<file path="src/rtl/between_link_pkg.sv">
// Shared types and constants for the "between" inter-board link (tx and future rx).
package between_link_pkg;

    // Width of the saturating dropped-word counter.
    localparam int DROP_W = 8;

    // Transmit handshake phases.
    typedef enum logic [1:0] {
        IDLE    = 2'd0,
        SETUP   = 2'd1,
        REQ     = 2'd2,
        RELEASE = 2'd3
    } state_t;

    // Bits needed for a counter holding 0..n-1; never narrower than one bit.
    function automatic int cnt_w(input int n);
        return (n <= 2) ? 1 : $clog2(n);
    endfunction

endpackage

</file>
<file path="src/rtl/between_link_tx_if.sv">
// Local push port plus the physical link wires of the between link.
interface between_link_tx_if #(
    parameter int DATA_W = 8
);
    logic [DATA_W-1:0] in_data;
    logic              in_valid;
    logic              in_ready;
    logic [DATA_W-1:0] t_data;
    logic              tsent;
    logic              trecieve;

    // Transmitter side: accepts words, drives the link, sees the acknowledge.
    modport master (
        input  in_data,
        input  in_valid,
        input  trecieve,
        output in_ready,
        output t_data,
        output tsent
    );

    // Environment side: supplies words and plays the remote receiver.
    modport slave (
        output in_data,
        output in_valid,
        output trecieve,
        input  in_ready,
        input  t_data,
        input  tsent
    );
endinterface

</file>
<file path="src/rtl/between_link_tx_sync_fifo.sv">
// Single-clock FIFO with registered occupancy; head word is read combinationally.
module sync_fifo
    import between_link_pkg::*;
#(
    parameter int DATA_W = 8,
    parameter int DEPTH  = 16
) (
    input  logic                   clk,
    input  logic                   reset,
    input  logic                   push,
    input  logic                   pop,
    input  logic [DATA_W-1:0]      wdata,
    output logic [DATA_W-1:0]      rdata,
    output logic                   full,
    output logic                   empty,
    output logic [$clog2(DEPTH):0] level
);
    localparam int PTR_W = cnt_w(DEPTH);
    localparam int LVL_W = $clog2(DEPTH) + 1;

    logic [DATA_W-1:0] mem_q [DEPTH];
    logic [PTR_W-1:0]  wr_ptr_q, wr_ptr_d;
    logic [PTR_W-1:0]  rd_ptr_q, rd_ptr_d;
    logic [LVL_W-1:0]  level_q, level_d;
    logic              do_push_s;
    logic              do_pop_s;

    assign full  = (level_q == LVL_W'(DEPTH));
    assign empty = (level_q == {LVL_W{1'b0}});
    assign level = level_q;
    assign rdata = mem_q[rd_ptr_q];

    // Qualify requests and compute next pointers and occupancy; a full FIFO refuses even when popping.
    always_comb begin
        do_push_s = push & ~full;
        do_pop_s  = pop & ~empty;
        wr_ptr_d  = wr_ptr_q;
        rd_ptr_d  = rd_ptr_q;
        level_d   = level_q;
        if (do_push_s) begin
            wr_ptr_d = wr_ptr_q + PTR_W'(1);
        end else begin
            wr_ptr_d = wr_ptr_q;
        end
        if (do_pop_s) begin
            rd_ptr_d = rd_ptr_q + PTR_W'(1);
        end else begin
            rd_ptr_d = rd_ptr_q;
        end
        case ({do_push_s, do_pop_s})
            2'b10:   level_d = level_q + LVL_W'(1);
            2'b01:   level_d = level_q - LVL_W'(1);
            default: level_d = level_q;
        endcase
    end

    // Pointer and occupancy registers.
    always_ff @(posedge clk) begin
        if (reset) begin
            wr_ptr_q <= {PTR_W{1'b0}};
            rd_ptr_q <= {PTR_W{1'b0}};
            level_q  <= {LVL_W{1'b0}};
        end else begin
            wr_ptr_q <= wr_ptr_d;
            rd_ptr_q <= rd_ptr_d;
            level_q  <= level_d;
        end
    end

    // Storage array; contents need no reset because occupancy gates every read.
    always_ff @(posedge clk) begin
        if (do_push_s) begin
            mem_q[wr_ptr_q] <= wdata;
        end
    end

endmodule

</file>
<file path="src/rtl/between_link_tx.sv">
// Transmit side of the between link: buffers words and sends each one with a
// four-phase tsent/trecieve handshake, setup delay and per-phase timeout.
module between_link_tx
    import between_link_pkg::*;
#(
    parameter int DATA_W      = 8,
    parameter int DEPTH       = 16,
    parameter int SETUP_CYC   = 2,
    parameter int SYNC_STAGES = 2,
    parameter int TIMEOUT     = 1024
) (
    input  logic                   clk,
    input  logic                   reset,
    between_link_tx_if.master      lnk,
    output logic                   idle,
    output logic [$clog2(DEPTH):0] level,
    output logic                   err_timeout,
    input  logic                   err_clr,
    output logic [DROP_W-1:0]      drop_count
);
    localparam int                CNT_W      = cnt_w(SETUP_CYC);
    localparam int                TCNT_W     = cnt_w(TIMEOUT);
    localparam logic [CNT_W-1:0]  SETUP_LAST = CNT_W'(SETUP_CYC - 1);
    localparam bit                TO_EN      = (TIMEOUT > 0);
    localparam logic [TCNT_W-1:0] TO_LAST    = (TIMEOUT > 0) ? TCNT_W'(TIMEOUT - 1) : {TCNT_W{1'b0}};

    state_t                   state_q, state_d;
    logic [DATA_W-1:0]        t_data_q, t_data_d;
    logic                     tsent_q, tsent_d;
    logic [CNT_W-1:0]         cnt_q, cnt_d;
    logic [TCNT_W-1:0]        tcnt_q, tcnt_d;
    logic [SYNC_STAGES-1:0]   sync_q, sync_d;
    logic                     err_q, err_d;
    logic [DROP_W-1:0]        drop_q, drop_d;

    logic                     ack_s;
    logic                     pop_s;
    logic                     timeout_s;
    logic                     full_s;
    logic                     empty_s;
    logic [DATA_W-1:0]        head_s;

    sync_fifo #(
        .DATA_W (DATA_W),
        .DEPTH  (DEPTH)
    ) u_fifo (
        .clk   (clk),
        .reset (reset),
        .push  (lnk.in_valid),
        .pop   (pop_s),
        .wdata (lnk.in_data),
        .rdata (head_s),
        .full  (full_s),
        .empty (empty_s),
        .level (level)
    );

    assign lnk.in_ready = ~full_s;
    assign lnk.t_data   = t_data_q;
    assign lnk.tsent    = tsent_q;
    assign idle         = empty_s & (state_q == IDLE);
    assign err_timeout  = err_q;
    assign drop_count   = drop_q;
    assign ack_s        = sync_q[SYNC_STAGES-1];

    // Shift the asynchronous acknowledge through the synchroniser chain.
    always_comb begin
        sync_d = {sync_q[SYNC_STAGES-2:0], lnk.trecieve};
    end

    // Handshake sequencing: load word, hold setup, request, wait for release, with timeout abort.
    always_comb begin
        state_d   = state_q;
        t_data_d  = t_data_q;
        tsent_d   = tsent_q;
        cnt_d     = cnt_q;
        tcnt_d    = tcnt_q;
        pop_s     = 1'b0;
        timeout_s = 1'b0;
        case (state_q)
            IDLE: begin
                tsent_d = 1'b0;
                if (!empty_s) begin
                    t_data_d = head_s;
                    pop_s    = 1'b1;
                    cnt_d    = SETUP_LAST;
                    state_d  = SETUP;
                end else begin
                    state_d  = IDLE;
                end
            end
            SETUP: begin
                if (cnt_q == {CNT_W{1'b0}}) begin
                    tsent_d = 1'b1;
                    tcnt_d  = {TCNT_W{1'b0}};
                    state_d = REQ;
                end else begin
                    cnt_d   = cnt_q - CNT_W'(1);
                end
            end
            REQ: begin
                if (ack_s) begin
                    tsent_d = 1'b0;
                    tcnt_d  = {TCNT_W{1'b0}};
                    state_d = RELEASE;
                end else if (TO_EN && (tcnt_q == TO_LAST)) begin
                    timeout_s = 1'b1;
                    tsent_d   = 1'b0;
                    state_d   = IDLE;
                end else begin
                    tcnt_d = tcnt_q + TCNT_W'(1);
                end
            end
            RELEASE: begin
                tsent_d = 1'b0;
                if (!ack_s) begin
                    state_d = IDLE;
                end else if (TO_EN && (tcnt_q == TO_LAST)) begin
                    timeout_s = 1'b1;
                    state_d   = IDLE;
                end else begin
                    tcnt_d = tcnt_q + TCNT_W'(1);
                end
            end
            default: begin
                tsent_d = 1'b0;
                state_d = IDLE;
            end
        endcase
    end

    // Sticky error flag and saturating drop counter; a timeout beats a same-cycle clear.
    always_comb begin
        err_d  = err_q;
        drop_d = drop_q;
        if (timeout_s) begin
            err_d = 1'b1;
            if (drop_q != {DROP_W{1'b1}}) begin
                drop_d = drop_q + DROP_W'(1);
            end else begin
                drop_d = drop_q;
            end
        end else if (err_clr) begin
            err_d = 1'b0;
        end else begin
            err_d = err_q;
        end
    end

    // State, link output and status registers.
    always_ff @(posedge clk) begin
        if (reset) begin
            state_q  <= IDLE;
            t_data_q <= {DATA_W{1'b0}};
            tsent_q  <= 1'b0;
            cnt_q    <= {CNT_W{1'b0}};
            tcnt_q   <= {TCNT_W{1'b0}};
            sync_q   <= {SYNC_STAGES{1'b0}};
            err_q    <= 1'b0;
            drop_q   <= {DROP_W{1'b0}};
        end else begin
            state_q  <= state_d;
            t_data_q <= t_data_d;
            tsent_q  <= tsent_d;
            cnt_q    <= cnt_d;
            tcnt_q   <= tcnt_d;
            sync_q   <= sync_d;
            err_q    <= err_d;
            drop_q   <= drop_d;
        end
    end

endmodule

</file>
<file path="src/flat_wrapper.sv">
// flat-port wrapper written by rule: the top's interface ports become plain ports
module between_link_tx_flat import between_link_pkg::*;
#(
    parameter int DATA_W      = 8,
    parameter int DEPTH       = 16,
    parameter int SETUP_CYC   = 2,
    parameter int SYNC_STAGES = 2,
    parameter int TIMEOUT     = 1024
)
  (clk, reset, idle, level, err_timeout, err_clr, drop_count, lnk_in_data, lnk_in_valid, lnk_trecieve, lnk_in_ready, lnk_t_data, lnk_tsent);
  between_link_tx_if #(.DATA_W(DATA_W)) lnk_i ();
  input  logic clk;
  input  logic reset;
  output logic idle;
  output logic [$clog2(DEPTH):0] level;
  output logic err_timeout;
  input  logic err_clr;
  output logic [DROP_W-1:0] drop_count;
  input wire logic [$bits(lnk_i.in_data)-1:0] lnk_in_data;
  input wire logic [$bits(lnk_i.in_valid)-1:0] lnk_in_valid;
  input wire logic [$bits(lnk_i.trecieve)-1:0] lnk_trecieve;
  output wire logic [$bits(lnk_i.in_ready)-1:0] lnk_in_ready;
  output wire logic [$bits(lnk_i.t_data)-1:0] lnk_t_data;
  output wire logic [$bits(lnk_i.tsent)-1:0] lnk_tsent;
  assign lnk_i.in_data = lnk_in_data;
  assign lnk_i.in_valid = lnk_in_valid;
  assign lnk_i.trecieve = lnk_trecieve;
  assign lnk_in_ready = lnk_i.in_ready;
  assign lnk_t_data = lnk_i.t_data;
  assign lnk_tsent = lnk_i.tsent;
  between_link_tx #(.DATA_W(DATA_W), .DEPTH(DEPTH), .SETUP_CYC(SETUP_CYC), .SYNC_STAGES(SYNC_STAGES), .TIMEOUT(TIMEOUT)) u_core (.clk(clk), .reset(reset), .lnk(lnk_i), .idle(idle), .level(level), .err_timeout(err_timeout), .err_clr(err_clr), .drop_count(drop_count));
endmodule
</file>
<file path="config.mk">
export PLATFORM = sky130hd
export DESIGN_NAME = between_link_tx_flat
export DESIGN_NICKNAME = d
export VERILOG_FILES = /design/src/rtl/between_link_pkg.sv /design/src/rtl/between_link_tx_if.sv /design/src/rtl/between_link_tx_sync_fifo.sv /design/src/rtl/between_link_tx.sv /design/src/flat_wrapper.sv
export SDC_FILE = /design/constraint.sdc
export NUM_CORES = 1
export LEC_CHECK = 0
export BUFFER_PORTS_ARGS = -buffer_cell sky130_fd_sc_hd__clkbuf_2
export CORE_ASPECT_RATIO = 0.7
export CORE_UTILIZATION = 50
export CTS_BUF_LIST = sky130_fd_sc_hd__clkbuf_4 sky130_fd_sc_hd__clkbuf_8
export DETAILED_ROUTE_END_ITERATION = 12
export GPL_TIMING_DRIVEN = 0
export PLACE_DENSITY = 0.64
export SLEW_MARGIN = 20
export SYNTH_ARGS = -nofsm -noshare
export SYNTH_HDL_FRONTEND = slang
export SYNTH_SLANG_ARGS = --single-unit
</file>
<file path="constraint.sdc">
create_clock -name clk -period 3.4 [get_ports clk]
set_input_delay 0.34 -clock clk [delete_from_list [all_inputs] [get_ports clk]]
set_output_delay 0.34 -clock clk [all_outputs]
set_load 0.01 [all_outputs]
</file>
==> flow_metrics.py, run 1 <==
metrics = {
    "status": {
        "outcome": "complete, no violations",
    },
    "synthesis": {
        "synth_top_flop_cell": "edfxtp_1",
        "syn_area_per_cell_um2": 13.9,
        "ys_seq_area_frac": 0.645,
        "ys_top_cells_by_count": "edfxtp_1, dfxtp_1, nor2_1, mux2i_1, a21oi_1",
        "synth-edff-count": 128,
        "synth_top_area_frac": 0.520,
        "yosys.cell_count.top_type": "edfxtp_1",
        "syn_area_um2": 7390,
        "ys_seq_elements": 174,
        "synth_area_leaders": "edfxtp_1, dfxtp_1, mux4_2",
        "syn-num-nets": 555,
        "ys_warn_count": 0,
        "synthArstFlopShare": 0,
        "synth_area_leader_cell": "edfxtp_1",
        "syn_inst": 531,
        "synthDistinctLibCells": 63,
    },
    "power": {
        "vdd_drop_max_uv": 295,
        "power_density_nw_per_um2": 641,
        "power.total_uw": 5310,
        "leakage_uw": 0.00282,
    },
    "floorplanning": {
        "die_y_um": 104,
        "rows": 36,
        "fp.dieW_um": 147,
        "start_util": 0.521,
        "io_pins": 38,
        "die_area_um2": 15300,
        "coreArea_um2": 14200,
    },
    "place": {
        "gp_congestion": 0.843,
        "dp_cells": 758,
        "pre_cts_ws_ns": -0.166,
        "numPortBuffers": 37,
        "detailed_place_hpwl_um": 11600,
    },
    "sta": {
        "timing.final.crit_share": 0.916,
        "setup_tns_ns": 0,
        "drv_slew": 0,
        "setup_ws_ns": 0.285,
        "fin_skew_ns": 0.0103,
        "worst_slew_pin_slew_ns": 0.815,
        "rsz0062_at_grt": "no",
        "slew_headroom": 0.455,
        "max_freq_mhz": 321,
        "setup_viol_count_final": 0,
        "hold_viol": 0,
        "min_period_ns": 3.11,
    },
    "critical_path": {
        "crit_slowest_cell": "nor4_4",
        "required_ns": 3.75,
        "crit_path_start": "u_core.u_fifo.level[1]",
        "startpoint_type": "flip-flop",
        "reg2regPathDepth": 11,
        "critPathMaxFanout": 11,
        "max_stage_delay_ns": 0.48,
        "cp.arrival_ns": 3.47,
        "worstPathCellList": "nor4_4 > a21boi_4 > buf_4 > ha_1 > clkbuf_2 > xor2_1 > ha_1 > o21a_1 > o21a_1 > o32ai_1 > mux2_2",
        "rrSetupSlack_ns": 0.29,
        "cp-endpoint": "u_core.u_fifo.level[4]",
        "timing.rr.end": "u_core.u_fifo.level[4]",
        "worst_setup_path_end_kind": "flip-flop",
        "reg2reg_from": "u_core.u_fifo.level[1]",
        "crit_type": "flip-flop to flip-flop",
    },
    "min_path": {
        "hp-class": "input port to flip-flop",
    },
    "clocking": {
        "cts_hold_buffers": 0,
        "clk_pin_slew_ns": 0.08,
        "root_buffer": "clkbuf_8",
        "cts.sinks": 174,
        "cts_buffers": 17,
        "clkLatencyLatePin_ns": 0.47,
        "cts_buffer_depth": 2,
        "htreeDepth": 4,
        "cts_tree": "done",
    },
    "global_routing": {
        "grt_max_degree": 17,
        "antenna_found_initial": 0,
        "grt_pass1_vias": 4423,
        "grt_pass1_wl_um": 25700,
        "grtUsageTotal": 0.231,
        "overflow": 0,
    },
    "drt": {
        "viasPerCell": 5.97,
        "ant_nets": 0,
        "routedWlPerCell_um": 21.0,
        "drt_iter0_drc": 342,
        "vias": 4706,
        "remaining_drc_errors": 0,
        "drt_pre_antenna_iters": 5,
        "wirelength_um": 16500,
    },
    "final_layout": {
        "area_growth_pct": 12.0,
        "antenna_cells": 0,
        "instances_no_fill": 788,
        "drive_gt1_frac": 0.202,
        "fin_nets": 609,
    },
    "flow_run": {
        "max_cap_violations": 0,
    },
}
==> critical path, delay by kind of cell, from the launching register on <==
kind / cells / cell delay [ns]
flops: 1 / 0.43
buf+inv: 2 / 0.37
xor+xnor: 1 / 0.16
fa+ha+maj: 2 / 0.44
simple gates: 1 / 0.48
compound gates: 4 / 0.76
mux: 1 / 0.37
==> kinds of logic (layout without fill, tap and decap cells) <==
group           after synthesis  in the layout  synth area share
flops                       174            174             0.645
simple gates                140            140             0.110
compound gates               97             97            0.0853
mux                          56             56             0.104
buf+inv                      43            110            0.0256
fa+ha+maj                    11             11            0.0186
xor+xnor                     10             10            0.0119
==> per-stage QoR <==
| step | instance area (um^2) | util | hold WS (ns) |
|---|---|---|---|
| 6_report | 8280 | 0.583 | 0.114 |
| 5_1_grt | 8280 | 0.583 | 0.0969 |
| 4_1_cts | 8270 | 0.583 | 0.101 |
| 3_5_place_dp | 7830 | 0.552 | 0.429 |
| 3_3_place_gp | 7810 | 0.551 | 0.426 |
| 2_1_floorplan | 7390 | - | 0.414 |
==> cell usage in the layout, fill, tap and decap left out, types with 5 or more instances in the layout <==
cell type / n
a21oi_1: 21
inv_1: 10
xor2_1: 8
nor4_1: 5
nor2_1: 40
a31oi_1: 12
mux2i_1: 35
clkbuf_2: 38
nand2_1: 10
edfxtp_1: 128
nor3_2: 5
o22ai_1: 16
buf_4: 5
clkbuf_1: 12
mux2_2: 5
o21ai_0: 14
buf_1: 6
buf_2: 6
dfxtp_1: 46
ha_1: 11
and3_1: 16
clkbuf_8: 17
o31ai_1: 8
or4_1: 7
mux4_2: 16
nand2b_1: 7
nand3_1: 11
nor2b_1: 8
==> what timing repair did <==
action                     4_1_cts  5_1_grt
resized for setup                4        2
setup buffers                    0        1
gates cloned                     0        0
setup endpoints to repair        1        1
==> registers in the layout, indices dropped and copies added, names as in the netlist <==
register / cells
u_core.u_fifo.wr_ptr_q: 4
u_core.cnt_q: 1
u_core.lnk.t_data: 8
u_core.u_fifo.mem_q: 128
u_core.sync_q: 2
u_core.u_fifo.rd_ptr_q: 4
u_core.tcnt_q: 10
u_core.err_timeout: 1
u_core.u_fifo.level: 5
u_core.state_q: 2
u_core.lnk.tsent: 1
u_core.drop_count: 8
==> power by group <==
group	internal, uW	switching, uW
Clock	818	726
Sequential	2410	121
Combinational	494	740
==> routing by layer <==
layer / global-route usage / vias up / part of all wire / wire length [um]
met1: 0.363 / 2355 / 0.50 / 8250
met2: 0.313 / 157 / 0.43 / 7080
met5: 0 / - / 0 / 0
li1: - / 2171 / - / -
met3: 0.0493 / 23 / 0.058 / 958
met4: 0.0773 / 0 / 0.015 / 245
==> cell type report <==
class | count | area (um^2)
Buffer | 30 | 144
Clock buffer | 20 | 256
Clock inverter | 12 | 169
Fill cell | 1139 | 5910
Inverter | 10 | 37.5
Multi-Input combinational cell | 314 | 2480
Sequential cell | 174 | 4760
Tap cell | 190 | 238
Timing Repair Buffer | 38 | 193
==> worst min-delay path by stage <==
stage	from	end	cells past startpoint
global route	lnk_trecieve	u_core.sync_q[0]	2
detailed placement	u_core.sync_q[0]	u_core.sync_q[1]	1
floorplan	u_core.sync_q[0]	u_core.sync_q[1]	1
CTS	lnk_trecieve	u_core.sync_q[0]	2
finish	lnk_trecieve	u_core.sync_q[0]	2
global placement	u_core.sync_q[0]	u_core.sync_q[1]	1
(Power assumes the default switching activity.)
==> inputs of run 2 (changes only) <==
--- a/config.mk
+++ b/config.mk
@@ -6,12 +6,14 @@
 export NUM_CORES = 1
 export LEC_CHECK = 0
 export BUFFER_PORTS_ARGS = -buffer_cell sky130_fd_sc_hd__clkbuf_2
+export CELL_PAD_IN_SITES_DETAIL_PLACEMENT = 1
+export CELL_PAD_IN_SITES_GLOBAL_PLACEMENT = 1
 export CORE_ASPECT_RATIO = 0.7
 export CORE_UTILIZATION = 50
 export CTS_BUF_LIST = sky130_fd_sc_hd__clkbuf_4 sky130_fd_sc_hd__clkbuf_8
 export DETAILED_ROUTE_END_ITERATION = 12
 export GPL_TIMING_DRIVEN = 0
-export PLACE_DENSITY = 0.64
+export PLACE_DENSITY = 0.75
 export SLEW_MARGIN = 20
 export SYNTH_ARGS = -nofsm -noshare
 export SYNTH_HDL_FRONTEND = slang
==> flow_metrics.py, run 2 (same netlist as run 1, synthesis figures left out) <==
metrics = {
    "critical_path": {
        "crit_type": "flip-flop to flip-flop",
        "worst_setup_path_end_kind": "flip-flop",
        "reg2regPathDepth": 12,
        "startpoint_type": "flip-flop",
        "reg2reg_from": "u_core.state_q[1]",
        "required_ns": 3.76,
        "rrSetupSlack_ns": 0.19,
        "crit_path_start": "u_core.state_q[1]",
        "cp.arrival_ns": 3.56,
        "critPathMaxFanout": 11,
        "timing.rr.end": "u_core.u_fifo.level[4]",
        "cp-endpoint": "u_core.u_fifo.level[4]",
    },
    "clocking": {
        "htreeDepth": 4,
        "clkLatencyLatePin_ns": 0.46,
        "cts_buffer_depth": 2,
        "cts_tree": "done",
        "root_buffer": "clkbuf_8",
        "cts_buffers": 17,
        "clk_pin_slew_ns": 0.09,
        "cts.sinks": 174,
        "cts_hold_buffers": 0,
    },
    "place": {
        "numPortBuffers": 37,
        "gp_congestion": 0.855,
        "detailed_place_hpwl_um": 12800,
        "placed_area_um2": 7830,
    },
    "drt": {
        "drt_pre_antenna_iters": 7,
        "routedWlPerCell_um": 23.6,
        "wirelength_um": 18700,
        "viasPerCell": 6.08,
        "remaining_drc_errors": 0,
        "drt_iter0_drc": 467,
        "vias": 4801,
        "ant_nets": 0,
    },
    "final_layout": {
        "fin_area_um2": 8310,
        "layout_common_cells": "edfxtp_1, dfxtp_1, nor2_1",
        "antenna_cells": 0,
        "fin_nets": 611,
        "top_regs": "u_core.u_fifo.mem_q x128, u_core.tcnt_q x10",
        "layout_commonest_cell": "edfxtp_1",
        "utilization": 0.586,
        "drive_gt1_frac": 0.212,
        "largest_reg_flops": 128,
        "area_growth_pct": 12.4,
        "regMostFlops": "u_core.u_fifo.mem_q",
    },
    "sta": {
        "hold_viol": 0,
        "max_freq_mhz": 312,
        "min_period_ns": 3.21,
        "worst_slew_pin_slew_ns": 0.883,
        "rsz0062_at_grt": "no",
        "drv_slew": 0,
        "holdWs_ns": 0.132,
        "setup_viol_count_final": 0,
        "timing.final.crit_share": 0.943,
        "slew_headroom": 0.409,
        "fin_skew_ns": 0.0124,
        "setup_tns_ns": 0,
    },
    "power": {
        "power_density_nw_per_um2": 652,
        "leakage_uw": 0.00283,
        "vdd_drop_max_uv": 531,
    },
    "global_routing": {
        "grtUsageTotal": 0.256,
        "grt_max_degree": 17,
        "antenna_found_initial": 0,
        "grt_pass1_vias": 4925,
        "overflow": 0,
        "grt_pass1_wl_um": 28500,
    },
    "floorplanning": {
        "io_pins": 38,
        "start_util": 0.521,
        "die_y_um": 104,
        "die_area_um2": 15300,
        "rows": 36,
        "coreArea_um2": 14200,
        "fp.dieW_um": 147,
    },
    "status": {
        "outcome": "complete, no violations",
    },
    "flow_run": {
        "max_cap_violations": 0,
    },
    "min_path": {
        "hp-class": "input port to flip-flop",
    },
}
-- run 2: cell count changes in the layout (fill, tap and decap cells not counted) --
cell and delta:
buf_4 +2, clkbuf_4 +1, clkinv_1 -1, clkinv_2 -1, clkinv_4 -1, clkinvlp_4 +2
dfxtp_1 -2, dfxtp_2 +2, o32ai_1 -1, o32ai_2 +1
-- run 2: how the worst min path moves through the flow --
stage / to / startpoint / cells past startpoint / slack, ns
CTS: u_core.sync_q[0] / lnk_trecieve / 2 / 0.11
global placement: u_core.sync_q[1] / u_core.sync_q[0] / 1 / 0.43
global route: u_core.sync_q[0] / lnk_trecieve / 2 / 0.11
floorplan: u_core.sync_q[1] / u_core.sync_q[0] / 1 / 0.41
detailed placement: u_core.lnk.tsent / u_core.lnk.tsent / 2 / 0.45
finish: u_core.sync_q[0] / lnk_trecieve / 2 / 0.13
-- run 2: what timing repair did --
action | in CTS | in global routing
resized for setup | 5 | 3
pin swaps | 1 | 0
buffers inserted | 3 | 0
endpoints found under the setup margin | 3 | 1
-- run 2: metrics by stage --
step | power (uW) | setup slack (ns) | instances
after CTS | 5410 | 0.0306 | 791
after global placement | 3720 | -0.314 | 758
after floorplan | 3360 | 0.380 | 531
after global routing | 5630 | 0.0475 | 790
final | 5410 | 0.193 | 790
after detailed placement | 3790 | -0.523 | 758
-- run 2: worst max-delay path: stages (launching register included) --
cell and delay (ns):
dfxtp_1 0.36, buf_2 0.19, nor2_1 0.24, a21boi_4 0.28
buf_4 0.26, ha_1 0.22, clkbuf_2 0.21, xor2_1 0.09
ha_1 0.24, o21a_1 0.19, o21a_1 0.19, o32ai_2 0.26
mux2_2 0.37
-- run 2: report_power, final --
part           total [uW]  internal [uW]  switching [uW]
combinational        1310            520             794
sequential           2530           2410             121
clock                1570            830             739
-- run 2: area by class of cell --
cell class,count,area (um^2)
plain buffers,30,144
clock buffers,21,264
clock inverters,11,166
fillers,1411,5880
inverters,10,37.5
multi-input cells,314,2480
flip-flops and latches,174,4770
well taps,190,238
repair buffers,40,208
-- run 2: metal layers --
layer  track usage  vias to the layer above  routed length, um
met5             0                        -                  0
met4        0.0663                        0                251
met3        0.0617                       20               1060
met2         0.371                      141               8220
met1         0.385                     2473               9140
li1              -                     2167                  -
==> inputs of run 3 (changes only) <==
--- a/config.mk
+++ b/config.mk
@@ -5,6 +5,7 @@
 export SDC_FILE = /design/constraint.sdc
 export NUM_CORES = 1
 export LEC_CHECK = 0
+export ABC_AREA = 1
 export BUFFER_PORTS_ARGS = -buffer_cell sky130_fd_sc_hd__clkbuf_2
 export CELL_PAD_IN_SITES_DETAIL_PLACEMENT = 1
 export CELL_PAD_IN_SITES_GLOBAL_PLACEMENT = 1
@@ -13,7 +14,7 @@
 export CTS_BUF_LIST = sky130_fd_sc_hd__clkbuf_4 sky130_fd_sc_hd__clkbuf_8
 export DETAILED_ROUTE_END_ITERATION = 12
 export GPL_TIMING_DRIVEN = 0
-export PLACE_DENSITY = 0.75
+export PLACE_DENSITY = 0.79
 export SLEW_MARGIN = 20
 export SYNTH_ARGS = -nofsm -noshare
 export SYNTH_HDL_FRONTEND = slang
==> flow_metrics.py, run 3 <==
metrics = {
    "status": {
        "outcome": "complete, no violations",
    },
    "place": {
        "numPortBuffers": 37,
        "pre_cts_ws_ns": 0.705,
        "gp_congestion": 0.926,
        "detailed_place_hpwl_um": 14300,
    },
    "final_layout": {
        "layout_common_cells": "nor2_1, edfxtp_1, nand2_1, o21ai_0, nand3_1",
        "regMostFlops": "u_core.u_fifo.mem_q",
        "fin_nets": 833,
        "area_growth_pct": 11.6,
        "layout_commonest_cell": "nor2_1",
        "largest_reg_flops": 128,
        "utilization": 0.572,
        "antenna_cells": 0,
        "drive_gt1_frac": 0.117,
        "top_regs": "u_core.u_fifo.mem_q x128, u_core.tcnt_q x10",
    },
    "clocking": {
        "htreeDepth": 4,
        "cts_resized": 0,
        "clkLatencyLatePin_ns": 0.47,
        "cts_buffers": 17,
        "cts_tree": "done",
        "clk_pin_slew_ns": 0.09,
        "root_buffer": "clkbuf_8",
        "cts_hold_buffers": 0,
        "cts_buffer_depth": 2,
        "cts.sinks": 174,
        "cts_setup_buffers": 0,
    },
    "sta": {
        "worst_slew_pin_slew_ns": 0.811,
        "setup_tns_ns": 0,
        "hold_viol": 0,
        "setup_viol_count_final": 0,
        "slew_headroom": 0.457,
        "drv_slew": 0,
        "timing.final.crit_share": 0.820,
        "fin_skew_ns": 0.0135,
        "rsz0062_at_grt": "no",
        "min_period_ns": 2.79,
        "max_freq_mhz": 359,
        "setup_ws_ns": 0.614,
    },
    "critical_path": {
        "cp.arrival_ns": 3.18,
        "crit_slowest_cell": "dfxtp_1",
        "worstPathCellList": "nor4_2 > nand2_1 > nand2_2 > inv_1 > buf_2 > ha_1 > xor2_1 > ha_1 > inv_1 > nand2_1 > nand3_1 > nand2_1 > nand2_1 > nand2_1 > nand2_1 > a21oi_1",
        "crit_buf_inv": 3,
        "cpMostUsedCell": "nand2_1",
        "startpoint_type": "flip-flop",
        "worst_setup_path_end_kind": "flip-flop",
        "required_ns": 3.80,
        "crit_type": "flip-flop to flip-flop",
        "critPathMaxFanout": 11,
        "crit_family": "simple AND/OR/NAND/NOR gates",
        "max_stage_delay_ns": 0.39,
    },
    "synthesis": {
        "synthDistinctLibCells": 36,
        "ys_seq_elements": 174,
        "ys_warn_count": 0,
        "synth_area_leaders": "edfxtp_1, dfxtp_1, nor2_1",
        "yosys.cell_count.top_type": "nor2_1",
        "syn_area_um2": 7540,
        "synth_top_area_frac": 0.510,
        "ys_top_cells_by_count": "nor2_1, edfxtp_1, nand2_1, o21ai_0, nand3_1",
        "synthArstFlopShare": 0,
        "syn_area_per_cell_um2": 10.0,
        "ys_seq_area_frac": 0.632,
        "syn-num-nets": 777,
        "syn_inst": 753,
        "synth-edff-count": 128,
        "synth_area_leader_cell": "edfxtp_1",
        "synth_top_flop_cell": "edfxtp_1",
    },
    "floorplanning": {
        "fp.dieW_um": 149,
        "die_area_um2": 15600,
        "io_pins": 38,
        "rows": 37,
        "die_y_um": 105,
        "start_util": 0.512,
        "coreArea_um2": 14700,
    },
    "drt": {
        "routedWlPerCell_um": 19.5,
        "drt_pre_antenna_iters": 5,
        "ant_nets": 0,
        "viasPerCell": 5.58,
        "vias": 5675,
        "drt_iter0_drc": 483,
        "wirelength_um": 19900,
        "remaining_drc_errors": 0,
    },
    "flow_run": {
        "max_cap_violations": 0,
    },
    "global_routing": {
        "antenna_found_initial": 0,
        "grt_max_degree": 17,
        "overflow": 0,
        "grt_pass1_wl_um": 32300,
        "grtUsageTotal": 0.279,
        "grt_pass1_vias": 5980,
    },
    "power": {
        "leakage_uw": 0.00314,
        "power.total_uw": 6250,
        "power_density_nw_per_um2": 743,
        "vdd_drop_max_uv": 466,
    },
    "min_path": {
        "hp-class": "input port to flip-flop",
    },
}
-- run 3: cell types whose count changed after synthesis, sizes merged, moves of 11 or more --
cell and delta:
a31oi -11, and3 -16, inv +50, mux2i -35, mux4 -16, nand2 +72, nand3 +51, nor2 +129
o211ai +15, o21ai +69, o22ai -16
-- run 3: tightest hold or removal path, stage by stage --
cell	delay, ns
clkbuf_2	0.08
inv_1	0.04
nor2_1	0.03
-- run 3: final cells by class --
class                           instances  area (um^2)
Fill cell                            1657         6310
Clock buffer                           22          284
Multi-Input combinational cell        486         2390
Timing Repair Buffer                   37          185
Inverter                               62          233
Buffer                                 31          153
Clock inverter                         10          163
Tap cell                              195          244
Sequential cell                       174         4760
-- run 3: logic make-up after synthesis --
kind of cell | share of synthesized area
XOR/XNOR | 0.0139
buffers and inverters | 0.0511
flip-flops | 0.632
adder cells (fa/ha/maj) | 0.0183
AO/OA/AOI/OAI | 0.0997
AND/OR/NAND/NOR | 0.185
-- run 3: stage by stage --
stage	cells	cell area, um^2	hold slack (ns)
after global routing	1017	8420	0.0522
after global placement	985	7970	0.395
after CTS	1017	8420	0.0319
after floorplan	753	7540	0.388
final	1017	8420	0.0536
after detailed placement	985	7970	0.402
-- run 3: metal layers --
layer  routed length (um)  GRT usage
met1                 9510      0.391
met5                    0          0
met4                  277     0.0845
met2                 9270      0.439
met3                  797     0.0537
-- run 3: path summary, 6_finish.rpt --
kind | slack, ns | to | cells past startpoint | from
worst max-delay path | 0.61 | u_core.u_fifo.level[4] | 16 | u_core.u_fifo.level[0]
worst min-delay path | 0.05 | u_core.sync_q[0] | 3 | lnk_trecieve
worst max register to register | 0.61 | u_core.u_fifo.level[4] | 16 | u_core.u_fifo.level[0]
worst min register to register | 0.41 | u_core.sync_q[1] | 2 | u_core.sync_q[0]
-- run 3: where the power goes --
group	internal, uW	switching, uW	leakage [uW]	total, uW
registers	2420	123	0.00153	2550
logic	655	1450	0.00138	2110
clock network	864	736	0.000225	1600
